==> src/rtl/ycc_rgb_mcu_stream.sv <==
// Gathers one Y/Cb/Cr MCU (three 8x8 blocks) and streams it as 64 RGB
// pixels in raster order using fixed-point JFIF conversion with clamping.
module ycc_rgb_mcu_stream (
    input  logic                  clock,
    input  logic                  reset,
    input  logic [1:0]            ch,
    input  logic                  valid_in,
    input  logic [7:0][7:0][7:0]  block_in,
    output logic                  in_ready,
    input  logic                  out_ready,
    output logic                  valid_out,
    output logic [7:0]            r,
    output logic [7:0]            g,
    output logic [7:0]            b,
    output logic [2:0]            row,
    output logic [2:0]            col,
    output logic                  mcu_done
);

    typedef enum logic {LOAD, STREAM} state_t;

    state_t               state;
    logic [2:0]           mask;
    logic [5:0]           p;
    logic [7:0][7:0][7:0] buf_y;
    logic [7:0][7:0][7:0] buf_cb;
    logic [7:0][7:0][7:0] buf_cr;

    logic                 accept;
    logic [2:0]           ch_bit;
    logic [2:0]           mask_nxt;
    logic                 fire;

    assign in_ready  = (state == LOAD);
    assign valid_out = (state == STREAM);
    assign row       = p[5:3];
    assign col       = p[2:0];
    assign accept    = in_ready && valid_in && (ch <= 2'd2);
    assign ch_bit    = 3'b001 << ch;
    assign mask_nxt  = mask | ch_bit;
    assign fire      = valid_out && out_ready;

    // Control FSM: collect channel mask, then walk the pixel index.
    always_ff @(posedge clock or posedge reset) begin
        if (reset) begin
            state    <= LOAD;
            mask     <= 3'b000;
            p        <= 6'd0;
            mcu_done <= 1'b0;
        end else begin
            mcu_done <= 1'b0;
            unique case (state)
                LOAD: begin
                    if (accept) begin
                        mask <= mask_nxt;
                        if (mask_nxt == 3'b111) begin
                            state <= STREAM;
                            p     <= 6'd0;
                        end
                    end
                end
                STREAM: begin
                    if (fire) begin
                        if (p == 6'd63) begin
                            state    <= LOAD;
                            mask     <= 3'b000;
                            p        <= 6'd0;
                            mcu_done <= 1'b1;
                        end else begin
                            p <= p + 6'd1;
                        end
                    end
                end
                default: state <= LOAD;
            endcase
        end
    end

    // Block buffers; contents are don't-care after reset.
    always_ff @(posedge clock) begin
        if (accept) begin
            case (ch)
                2'd0:    buf_y  <= block_in;
                2'd1:    buf_cb <= block_in;
                2'd2:    buf_cr <= block_in;
                default: ;
            endcase
        end
    end

    function automatic logic [7:0] sat(input logic signed [19:0] v);
        if (v < 0)
            return 8'd0;
        else if (v > 20'sd255)
            return 8'd255;
        else
            return v[7:0];
    endfunction

    logic [7:0]          y_s;
    logic [7:0]          cb_s;
    logic [7:0]          cr_s;
    logic signed [19:0]  y_w;
    logic signed [19:0]  d_b;
    logic signed [19:0]  d_r;
    logic signed [19:0]  r_raw;
    logic signed [19:0]  g_raw;
    logic signed [19:0]  b_raw;

    // Color conversion of the current pixel; zeroed when not streaming.
    always_comb begin
        y_s   = buf_y[row][col];
        cb_s  = buf_cb[row][col];
        cr_s  = buf_cr[row][col];
        y_w   = $signed({12'd0, y_s});
        d_b   = $signed({12'd0, cb_s}) - 20'sd128;
        d_r   = $signed({12'd0, cr_s}) - 20'sd128;
        r_raw = y_w + ((20'sd359 * d_r) >>> 8);
        g_raw = y_w + (((-20'sd88) * d_b - 20'sd183 * d_r) >>> 8);
        b_raw = y_w + ((20'sd454 * d_b) >>> 8);
        r     = 8'd0;
        g     = 8'd0;
        b     = 8'd0;
        if (valid_out) begin
            r = sat(r_raw);
            g = sat(g_raw);
            b = sat(b_raw);
        end
    end

endmodule

==> config.mk <==
export PLATFORM = sky130hd
export DESIGN_NAME = ycc_rgb_mcu_stream
export DESIGN_NICKNAME = d
export VERILOG_FILES = /design/src/rtl/ycc_rgb_mcu_stream.sv
export SDC_FILE = /design/constraint.sdc
export NUM_CORES = 2
export LEC_CHECK = 0
export ABC_CLOCK_PERIOD_IN_PS = 36700
export CAP_MARGIN = 0
export CORE_UTILIZATION = 57
export DETAILED_ROUTE_END_ITERATION = 8
export DONT_BUFFER_PORTS = 1
export PLACE_DENSITY = 0.75
export SYNTH_ARGS = -nofsm -noshare
export SYNTH_HDL_FRONTEND = slang
export SYNTH_SLANG_ARGS = --single-unit
==> constraint.sdc <==
create_clock -name clock -period 36.7 [get_ports clock]
set_clock_uncertainty 0.15 [all_clocks]
set_input_delay 1.835 -clock clock [delete_from_list [all_inputs] [get_ports clock]]
set_output_delay 1.835 -clock clock [all_outputs]
set_load 0.005 [all_outputs]
Word level (Yosys, flattened, before mapping)
Index checks and enable logic that the tools add are counted. W data, S select, Z words.

Flip-flop bits (word level): 1547. Input port bits: 518. Output and inout port bits: 33. Word-level logic and storage cells: 274.

Add/subtract/negate cells: 7. $mul: 4. Magnitude comparators: 9. Equal/unequal tests: 8. Shift operators: 1. Muxes and demuxes: 38. Bitwise operators: 2. Reductions and logical operators: 9.

Operator list (number): $bmux W64 S3 (3); $mux W64 (3); $mux W8 (12); $bmux W8 S3 (3); $add A9 B11 Y12 (3); $gt A12 B9 Y1 const B (3); $lt A12 B1 Y1 const B (3); $mul A9 B9 Y18 const A (2); $mux W6 (4); $mul A10 B9 Y19 const A (1); $sub A17 B18 Y19 (1); $sub A8 B8 Y9 const B (2); $mul A5 B9 Y14 const A (1); $pmux W6 S2 (1); $mux W3 (3); $lt A3 B4 Y1 const B (2); $ne A2 B1 Y1 const B (4); $mux W1 (7); $add A6 B1 Y6 const B (1); $eq A6 B6 Y1 const B (1); $pmux W3 S2 (1); $reduce_and A2 Y1 (3); $reduce_and A3 Y1 (2); $eq A3 B3 Y1 const B (1); other kinds (9) (11).

Depth between registers and ports, before layout
Depth after elaboration: 12. Depth in mapped cells: 44. Mapped depth without buffers: 39.

Least setup slack after synthesis
No wires, ideal clock.

Kind: input port to flip-flop. From: input valid_in. To: register buf_cr[0] (netlist bit) (enable). Library setup time: 2119 ps. Arrival time: 38743 ps. Required time: 34431 ps. Slack: -4312 ps. Stages on the path: 2. Buffers on the path: 0. Path through: nand2_1 nor3b_1.

Cells in the longest elaborated chain, start to end: 3.

Ends and longest elaborated chain: from (decl) (RTL line 7) `input logic valid_in,`; $logic_and A1 B1 Y1 (2 in a row) (RTL line 38) `assign accept = in_ready && valid_in && (ch <= 2'd2);`; $reduce_and A2 Y1 (no source line); to (signal assigned) (RTL line 85) `2'd2: buf_cr <= block_in;`; to (decl) (RTL line 27) `logic [7:0][7:0][7:0] buf_cr;`.

No other way between the ends. A chain may end at the register's enable or synchronous reset.

Final worst setup path
From: register p[3]. To: output g[7].

Cells in the longest elaborated chain, start to end: 12. Elaborated cells on any way between the ends: 23.

Ends and longest elaborated chain: from (decl) (RTL line 24) `logic [5:0] p;`; from (signal assigned) (RTL line 70) `p <= p + 6'd1;`; $bmux W64 S3 (on tied branches) (RTL line 113, 114); $mux W64 (on tied branches) (RTL line 113, 114); $bmux W8 S3 (on tied branches) (RTL line 113, 114); $mux W8 (on tied branches) (RTL line 113, 114); $sub A8 B8 Y9 (on tied branches) (RTL line 116, 117); $mul A5 B9 Y14 / $mul A9 B9 Y18 (equally long branches) (RTL line 119) `g_raw = y_w + (((-20'sd88) * d_b - 20'sd183 * d_r) >>> 8);`; $sub A17 B18 Y19 (RTL line 119); $add A9 B11 Y12 * (RTL line 119); $gt A12 B9 Y1 (RTL line 94) `else if (v > 20'sd255)`; $mux W8 (RTL line 94); $mux W8 * (RTL line 92) `if (v < 0)`; $mux W8 * (RTL line 124) `if (valid_out) begin`; to (decl) (RTL line 13) `output logic [7:0] g,`.

Mark *: on every way between the ends. The rest lies on a longest branch, timed or not. The select of a mux whose other input is x is not followed.

==> flow_metrics.tcl <==
set metrics [dict create \
    synth_top_cell_area_share_pct 70.1 \
    grt_antenna_before_repair 10 \
    coreArea_um2 114000 \
    start_kind "flip-flop" \
    clk_pin_slew_ns 0.06 \
    synthTopCellsByCount "edfxtp_1 (1536), mux4_2 (426), inv_1 (212), ha_1 (206), nor2_1 (119)" \
    r2r_end "buf_y[130]" \
    fin_area_um2 72600 \
    dp_hpwl_mm 113 \
    async_reset_ff_share_pct 0.711 \
    die_w_um 342 \
    period_needed_ns 14.31 \
    status "complete, no violations" \
    required_ns 34.71 \
    cp-end-kind "output pin" \
    hold_end "mask[2]" \
    syn_nets 4114 \
    synth_top_area_cell "edfxtp_1" \
    met3_length_mm 17.4 \
    highest_layer "met5" \
    syn_inst 3321 \
    drive_gt1_share_pct 20.5 \
    post_cts_resize_count 0 \
    drt-initial-drc-count 3369 \
    synth_area_leaders "edfxtp_1 (70%), mux4_2 (15%), ha_1 (3.9%)" \
    cts_tree "done" \
    synth-main-ff-cell "edfxtp_1" \
    overflow 0 \
    min_period_over_period_pct 39.0 \
    num_vias 32107 \
    syn_area_per_cell_um2 19.8 \
    route.detailed.drc 0 \
    ant_nets 0 \
    die-area_um2 117000 \
    dr_wl_met2_mm 79.9 \
    drv_slew 0 \
    post_cts_buffers 0 \
    wl_met1_mm 60.4 \
    wl_per_cell_um 32.5 \
    max_stage_delay_ns 1.01 \
    fmax_mhz 69.9 \
    worstHoldPathCells 1 \
    wl_mm 163 \
    n_fill_cell 7440 \
    synth-seq-cells 1547 \
    hold_class "reg -> reg" \
    fp.dieH_um 342 \
    synth-seq-area-share_pct 70.5 \
    finalSetupViolations 0 \
    cts_root_buffer "clkbuf_16" \
    io_buffers 0 \
    synth_cell_type_count 70 \
    placed_area_um2 67600 \
    syn-cell-area_um2 65800 \
    cts_buffers 152 \
    area_delta_synth_final_pct 10.3 \
    r2r_setup_slack_ns 31.71 \
    cts_hold_buf 0 \
    hold_violations 0 \
    r2r_start "valid_out" \
    cp_top_family "adder cells" \
    slew_headroom_pct 16.7 \
    ioPinCount 551 \
    synth_edf_count 1536 \
    via_per_inst 6.38 \
    maxCapViolCount 0 \
    grt_pass1_wl_mm 235 \
    reg2regPathDepth 7 \
    yosysWarnings 0 \
    crit_path_top_delay_cell "dfrtp_4" \
    insertion_delay_ns 0.76 \
    cp.buffers_inverters 6 \
    start_util_pct 57.6 \
    firstDrtPassIters 7 \
    crit_arrival_ns 12.33 \
    grt_pass1_vias 33660 \
    tns_ns 0 \
    track_usage_pct 28.5 \
    min_from "mask[2]" \
    clock_path_buffers 3 \
    rsz0062_at_grt "no" \
    crit_type "reg -> out" \
    num_rows 124 \
    grt_max_degree 181 \
    clkSinkCount 1547 \
    crit_fanout 91 \
    tightest_slew_ns 1.25 \
    htreeDepth 4 \
    gp_congestion 0.908 \
    yosysMostFrequentCell "edfxtp_1" \
    layout.nets 4182 \
]
metrics by stage:
step                      hold WS [ns]  utilization (%)  cells  setup WS, ns
after floorplan                  0.322                -   3321         13.88
after global placement           0.331             59.1   4747         23.40
after detailed placement         0.365             59.1   4747         23.15
after CTS                        0.379             63.5   5024         22.26
after global routing             0.411             63.5   5027         21.54
final                            0.381             63.5   5033         22.39
state kept, by name, indices dropped and copies added (netlist names):
| register | cells |
|---|---|
| buf_y | 512 |
| mcu_done | 1 |
| buf_cb | 512 |
| p | 6 |
| valid_out | 1 |
| buf_cr | 512 |
| mask | 3 |
cell families (layout without fill, tap and decap cells):
kind of cell	count (synthesis)	in the layout	share of synthesized area [%]
flops	1547	1547	70.5
mux	488	488	15.6
buf+inv	347	538	2.10
simple gates	312	312	2.10
compound gates	294	294	2.92
fa+ha+maj	275	275	6.01
xor+xnor	58	58	0.783
other cells	0	9	0
worst max path at each step:
stage,startpoint,to,depth (start not counted)
finish,p[3],g[7],36
global route,p[3],g[7],36
CTS,p[3],g[7],36
detailed placement,p[3],g[7],36
global placement,p[3],g[7],36
floorplan,valid_in,buf_cr[0],2
cells in the final DEF, fill, tap and decap left out, drive strengths merged, types with 61 or more instances in the layout:
cell type and n:
a21oi 61, clkbuf 186, clkinv 69, edfxtp 1536
fa 69, ha 206, inv 222, mux4 428
nand2 105, nor2 119, o21ai 83
final cells by class:
| type | instances | area (um2) | area share, % |
|---|---|---|---|
| Timing Repair Buffer | 47 | 428 | 0.589 |
| Clock inverter | 91 | 1020 | 1.40 |
| Tap cell | 1512 | 1890 | 2.61 |
| Multi-Input combinational cell | 1427 | 18100 | 24.9 |
| Sequential cell | 1547 | 46400 | 63.9 |
| Clock buffer | 186 | 3950 | 5.44 |
| Antenna cell | 9 | 22.5 | 0.0310 |
| Inverter | 214 | 811 | 1.12 |
per-layer routing:
metal  vias up  global-route usage (%)
li1      13526                       -
met1     16766                    36.3
met2      1519                    45.6
met3       286                    9.91
met4        10                    9.94
met5         -                       0
worst register-to-register path, cell delays in order (launching register included):
cell     delay [ns]
dfrtp_1        0.59
inv_1          0.33
nand2_1        0.22
nor3_4         0.15
buf_4          0.76
buf_4          0.66
buf_4          0.86
buf_4          0.88
Power is not shown: default switching activity piles up to over one toggle a cycle in this logic, so the estimate is an artifact.
